File: src/rtl/alu_pkg.sv
// Shared constants and types for the ALU control
// and multiply/divide sequencer.
package alu_pkg;

  localparam logic [3:0] ALU_AND = 4'b0000;
  localparam logic [3:0] ALU_OR  = 4'b0001;
  localparam logic [3:0] ALU_NOR = 4'b0010;
  localparam logic [3:0] ALU_ADD = 4'b0011;
  localparam logic [3:0] ALU_SUB = 4'b0100;
  localparam logic [3:0] ALU_SLL = 4'b0101;
  localparam logic [3:0] ALU_SRL = 4'b0110;
  localparam logic [3:0] ALU_LUI = 4'b0111;
  localparam logic [3:0] ALU_SLT = 4'b1000;
  localparam logic [3:0] ALU_NOP = 4'b1001;

  localparam logic [2:0] OP_LUI  = 3'b000;
  localparam logic [2:0] OP_BR   = 3'b001;
  localparam logic [2:0] OP_J    = 3'b010;
  localparam logic [2:0] OP_MEM  = 3'b011;
  localparam logic [2:0] OP_ADDI = 3'b100;
  localparam logic [2:0] OP_ORI  = 3'b101;
  localparam logic [2:0] OP_ANDI = 3'b110;
  localparam logic [2:0] OP_R    = 3'b111;

  localparam logic [5:0] F_AND   = 6'b100100;
  localparam logic [5:0] F_OR    = 6'b100101;
  localparam logic [5:0] F_NOR   = 6'b100111;
  localparam logic [5:0] F_ADD   = 6'b100000;
  localparam logic [5:0] F_SUB   = 6'b100010;
  localparam logic [5:0] F_SLL   = 6'b000000;
  localparam logic [5:0] F_SRL   = 6'b000010;
  localparam logic [5:0] F_SLT   = 6'b101010;
  localparam logic [5:0] F_JR    = 6'b001000;
  localparam logic [5:0] F_MULT  = 6'b011000;
  localparam logic [5:0] F_MULTU = 6'b011001;
  localparam logic [5:0] F_DIV   = 6'b011010;
  localparam logic [5:0] F_DIVU  = 6'b011011;
  localparam logic [5:0] F_MFHI  = 6'b010000;
  localparam logic [5:0] F_MFLO  = 6'b010010;

  localparam logic [1:0] MD_MULT  = 2'b00;
  localparam logic [1:0] MD_MULTU = 2'b01;
  localparam logic [1:0] MD_DIV   = 2'b10;
  localparam logic [1:0] MD_DIVU  = 2'b11;

  typedef enum logic [1:0] {
    ST_IDLE,
    ST_BUSY,
    ST_DONE
  } state_t;

endpackage

File: src/rtl/alu_decode.sv
// Combinational ALUOp/funct decode: ALU code,
// JR flag and mul/div / HI-LO move classification.
module alu_decode
  import alu_pkg::*;
(
  input  logic [2:0] alu_op,
  input  logic [5:0] funct,
  output logic [3:0] alu_operation,
  output logic       jump_register,
  output logic       is_muldiv,
  output logic [1:0] muldiv_op,
  output logic       is_mfhi,
  output logic       is_mflo
);

  logic is_r;

  assign is_r = (alu_op == OP_R);

  // ALU operation code and JR flag
  always_comb begin
    alu_operation = ALU_NOP;
    jump_register = 1'b0;
    unique case (1'b1)
      is_r: begin
        case (funct)
          F_AND: alu_operation = ALU_AND;
          F_OR:  alu_operation = ALU_OR;
          F_NOR: alu_operation = ALU_NOR;
          F_ADD: alu_operation = ALU_ADD;
          F_SUB: alu_operation = ALU_SUB;
          F_SLL: alu_operation = ALU_SLL;
          F_SRL: alu_operation = ALU_SRL;
          F_SLT: alu_operation = ALU_SLT;
          F_JR: begin
            alu_operation = ALU_NOP;
            jump_register = 1'b1;
          end
          default: alu_operation = ALU_NOP;
        endcase
      end
      (alu_op == OP_ADDI): alu_operation = ALU_ADD;
      (alu_op == OP_ORI):  alu_operation = ALU_OR;
      (alu_op == OP_ANDI): alu_operation = ALU_AND;
      (alu_op == OP_LUI):  alu_operation = ALU_LUI;
      (alu_op == OP_MEM):  alu_operation = ALU_ADD;
      (alu_op == OP_BR):   alu_operation = ALU_SUB;
      default:             alu_operation = ALU_NOP;
    endcase
  end

  // mul/div class and HI/LO moves exist only as R-type
  always_comb begin
    is_muldiv = 1'b0;
    muldiv_op = MD_MULT;
    if (is_r) begin
      case (funct)
        F_MULT: begin
          is_muldiv = 1'b1;
          muldiv_op = MD_MULT;
        end
        F_MULTU: begin
          is_muldiv = 1'b1;
          muldiv_op = MD_MULTU;
        end
        F_DIV: begin
          is_muldiv = 1'b1;
          muldiv_op = MD_DIV;
        end
        F_DIVU: begin
          is_muldiv = 1'b1;
          muldiv_op = MD_DIVU;
        end
        default: begin
          is_muldiv = 1'b0;
          muldiv_op = MD_MULT;
        end
      endcase
    end
  end

  assign is_mfhi = is_r & (funct == F_MFHI);
  assign is_mflo = is_r & (funct == F_MFLO);

endmodule

File: src/rtl/alu_control_muldiv.sv
// ALU control with iterative mul/div sequencer,
// HI/LO write strobe and decode-stage interlock.
module alu_control_muldiv
  import alu_pkg::*;
#(
  parameter int MUL_LATENCY = 4,
  parameter int DIV_LATENCY = 32,
  parameter int CNT_WIDTH   = 6
) (
  input  logic       clk,
  input  logic       reset,
  input  logic [2:0] ALUOp,
  input  logic [5:0] ALUFunction,
  input  logic       i_Valid,
  output logic [3:0] ALUOperation,
  output logic       o_JumpRegister,
  output logic       o_MulDivStart,
  output logic [1:0] o_MulDivOp,
  output logic       o_HiLoWrite,
  output logic       o_HiLoSelect,
  output logic       o_Stall,
  output logic       o_Busy
);

  localparam logic [CNT_WIDTH-1:0] MUL_LOAD =
    CNT_WIDTH'(MUL_LATENCY - 1);
  localparam logic [CNT_WIDTH-1:0] DIV_LOAD =
    CNT_WIDTH'(DIV_LATENCY - 1);

  logic                 is_muldiv;
  logic                 is_mfhi;
  logic                 is_mflo;
  logic [1:0]           md_op;
  logic                 idle;
  logic                 uses_hilo;
  logic                 start;
  state_t               state;
  logic [CNT_WIDTH-1:0] cnt;
  logic                 busy_q;
  logic                 hilo_q;

  alu_decode u_decode (
    .alu_op        (ALUOp),
    .funct         (ALUFunction),
    .alu_operation (ALUOperation),
    .jump_register (o_JumpRegister),
    .is_muldiv     (is_muldiv),
    .muldiv_op     (md_op),
    .is_mfhi       (is_mfhi),
    .is_mflo       (is_mflo)
  );

  assign idle      = (state == ST_IDLE);
  assign uses_hilo = is_muldiv | is_mfhi | is_mflo;

  // reset gating keeps start/stall quiet while held
  assign start   = reset & i_Valid & is_muldiv & idle;
  assign o_Stall = reset & i_Valid & uses_hilo & ~idle;

  assign o_MulDivStart = start;
  assign o_MulDivOp    = md_op;
  assign o_HiLoSelect  = is_mfhi;
  assign o_HiLoWrite   = hilo_q;
  assign o_Busy        = busy_q;

  // sequencer: IDLE -> BUSY (latency cycles) -> DONE
  always_ff @(posedge clk) begin
    if (!reset) begin
      state  <= ST_IDLE;
      cnt    <= '0;
      busy_q <= 1'b0;
      hilo_q <= 1'b0;
    end else begin
      case (state)
        ST_IDLE: begin
          if (start) begin
            state  <= ST_BUSY;
            cnt    <= md_op[1] ? DIV_LOAD : MUL_LOAD;
            busy_q <= 1'b1;
          end
        end
        ST_BUSY: begin
          if (cnt == '0) begin
            state  <= ST_DONE;
            hilo_q <= 1'b1;
          end else begin
            cnt <= cnt - 1'b1;
          end
        end
        ST_DONE: begin
          state  <= ST_IDLE;
          busy_q <= 1'b0;
          hilo_q <= 1'b0;
        end
        default: begin
          state  <= ST_IDLE;
          cnt    <= '0;
          busy_q <= 1'b0;
          hilo_q <= 1'b0;
        end
      endcase
    end
  end

endmodule

File: config.mk
export PLATFORM = sky130hd
export DESIGN_NAME = alu_control_muldiv
export DESIGN_NICKNAME = d
export VERILOG_FILES = /design/src/rtl/alu_pkg.sv /design/src/rtl/alu_decode.sv /design/src/rtl/alu_control_muldiv.sv
export SDC_FILE = /design/constraint.sdc
export NUM_CORES = 1
export LEC_CHECK = 0
export CAP_MARGIN = 20
export CORE_UTILIZATION = 46
export DETAILED_ROUTE_END_ITERATION = 8
export PLACE_DENSITY = 0.81
export SYNTH_ARGS = -nofsm -noshare
export SYNTH_HDL_FRONTEND = slang
export SYNTH_SLANG_ARGS = --single-unit
File: constraint.sdc
create_clock -name clk -period 2.5 [get_ports clk]
set_clock_uncertainty 0.2 [all_clocks]
set_input_delay 0.5 -clock clk [delete_from_list [all_inputs] [get_ports clk]]
set_output_delay 0.5 -clock clk [all_outputs]
set_load 0.01 [all_outputs]
==> run metrics <==
Synth Cell Area about 800 um2; main flop type after synthesis dfxtp_1; Fill cells between 100 and 150; Reg2Reg Setup Slack between 400 and 500 ps; post-synthesis xor/xnor area fraction 0.0214; Buffers on Ports 23; CP max FO 7; Post-synth EDFFs 0; Hold Crit Class reg2reg; Post-Syn Instances 106; Mapped Nets 120; final wirelength about 2.3 mm; mux contribution to synthesized area 0; post-route clock period utilization 0.979; maximum vdd drop approximately 0.00016 V; Seq/Total Area, Yosys 0.244; run status finished clean; setup ws final around 53 ps; Core Footprint between 1500 and 2000 um2; GPL Wtd Cong 0.884; Leak roughly 0.00052 uW; crit start category primary input; slew of the pin with the lowest slew margin roughly 410 ps; min cycle time layout between 2000 and 2500 ps; Critical Path Source ALUFunction[2]; DRC 0; Root Buffer clkbuf_4; post-synth top area share 0.244; Rows 14; Register Area roughly 200 um2; Tot GR Track Use 0.275; Final Max Slew Viols 0; CP peak stage delay about 250 ps; FF+latch count, synth 10; most frequent cells in the layout 19 x buf_4, 14 x dlygate4sd2_1, 10 x nor2_1, 10 x dfxtp_1, 9 x a21oi_1; Synth cell types between 40 and 50; DRT Pass-1 Iters 4; f_max approximately 410 MHz; hpwl dp about 1.8 mm; Slew HR 0.721; Initial Utilization 0.520; post-synthesis simple-gate area fraction 0.345; Layout area overhead 48.7%; Synth area leaders dfxtp_1 24%, a21oi_1 5.5%, nor2_1 5.0%; initial DRC count 27; initial antenna violation count 0; Crit Path Category in2out; adder-cell share of the synthesized area 0.0305; max-cap violations 0; Synth Area in Compound Gates 0.284; hold_ws approximately 260 ps; RSZ-0062 raised after global routing yes; GRT overflow 0; Clock Latency Late Sink roughly 270 ps; I/O pins 24; CP arrival about 1800 ps; Die Width about 44 um; clock sinks 10; Yosys top cell by area dfxtp_1; share of layout cells above drive strength 1 0.295; Layout Nets 164; FF-to-FF Start state[1]; pre-CTS WS -534 ps; H-tree levels 1; Hold-fix buffers, CTS 0; Syn Area/Cell slightly below 8 um2; vias in the first global route around 980; ys async rst share 0; endpoints failing setup 0; register clock-pin slew on the reported worst setup and hold paths approximately 70 ps; final hold viol count 0; largest family of logic cells by synthesized area simple AND/OR/NAND/NOR gates; TritonCTS Buffers 3; Clock Tree Buf Depth 2; RR Endpoint cnt[0]; Worst setup EP type output port; DIE AREA 1950 um2; Slowest cell on crit path dlygate4sd2_1; via count 977; CTS tree yes; hold path cells 2; critical path data required time around 1800 ps; Power Density 323 nW/um2; Multi-input gate area ~580 um2; final antenna-violating net count 0; Die Ht around 44 um; most common cell after layout, fill and taps aside buf_4; Hold Crit Endpoint cnt[4]; ant diodes 0; hold_sp cnt[4]; Vias/cell 5.92; Synth warnings 0; Final Util 0.773; largest net degree at the start of global routing 11; Routed WL per cell 13.9 um; worst reg2reg path depth 5; CP cell instances dlygate4sd2_1, buf_6, and3_1, o21ai_1, a311oi_1, a211oi_1, buf_2; first-pass GRT wire length just under 4 mm
power by group:
part | internal, uW | leakage, uW | switching (uW)
combinational | 42.5 | 0.000423 | 42.2
clock | 88.4 | 0.0000210 | 61.4
sequential | 159 | 0.0000805 | 0.162
kinds of logic after synthesis:
group / Yosys count
and+or+nand+nor: 48
AOI/OAI and AO/OA: 32
buffers and inverters: 12
DFF: 10
xor gates and xnor gates: 2
adders and majority gates: 2
critical path: cells and delay by family:
family	cells	cell delay [ps]
compound gates	3	510
simple gates	1	180
buf+inv	3	570
worst max-delay path by stage:
stage | slack, ps | to
final | 50 | ALUOperation[0]
after global routing | -8 | ALUOperation[0]
after CTS | 6 | o_HiLoSelect
after detailed placement | -530 | ALUOperation[0]
after global placement | -510 | ALUOperation[0]
after floorplan | 210 | o_MulDivStart
state kept, by name (all words and copies together) (netlist names):
name,cells
cnt,6
o_Busy,1
o_HiLoWrite,1
state,2
synth_stat cells (2+ instances only):
master / n
nor2_1: 11
nand2b_1: 3
nor3_1: 6
inv_1: 6
nand3_1: 6
nand2_1: 6
a221o_1: 2
o22ai_1: 3
o21a_1: 2
clkbuf_1: 2
dfxtp_1: 10
o21ai_0: 4
buf_6: 2
ha_1: 2
a31oi_1: 2
nor4_1: 4
a21oi_1: 9
metrics by stage:
step	setup TNS, ps	power (uW)	instances	instance area [um2]
finish	0	394	165	1220
global route	-7.53	411	165	1220
CTS	0	393	165	1220
detailed placement	-4350	251	160	1180
global placement	-4120	249	160	1180
floorplan	0	193	106	820
layout make-up:
type / count / share of cell area
Clock buffer: 4 / 0.0298
Inverter: 7 / 0.0216
Multi-Input combinational cell: 84 / 0.477
Sequential cell: 10 / 0.164
Timing Repair Buffer: 44 / 0.291
Tap cell: 16 / 0.0164
per-layer routing:
metal	share of wire	routed length, um	up-vias	GRT usage
met1	0.41	947	453	0.286
met5	0	0	-	0
met2	0.54	1230	33	0.503
met3	0.035	81	5	0.0612
met4	0.017	38	0	0.152
li1	-	-	486	-
timing repair:
action                                  CTS  global route
setup buffers                             1             0
endpoints found under the setup margin   10             4
pin swaps                                 2             1
gates resized for setup                  34            12
(Power assumes the default switching activity.)
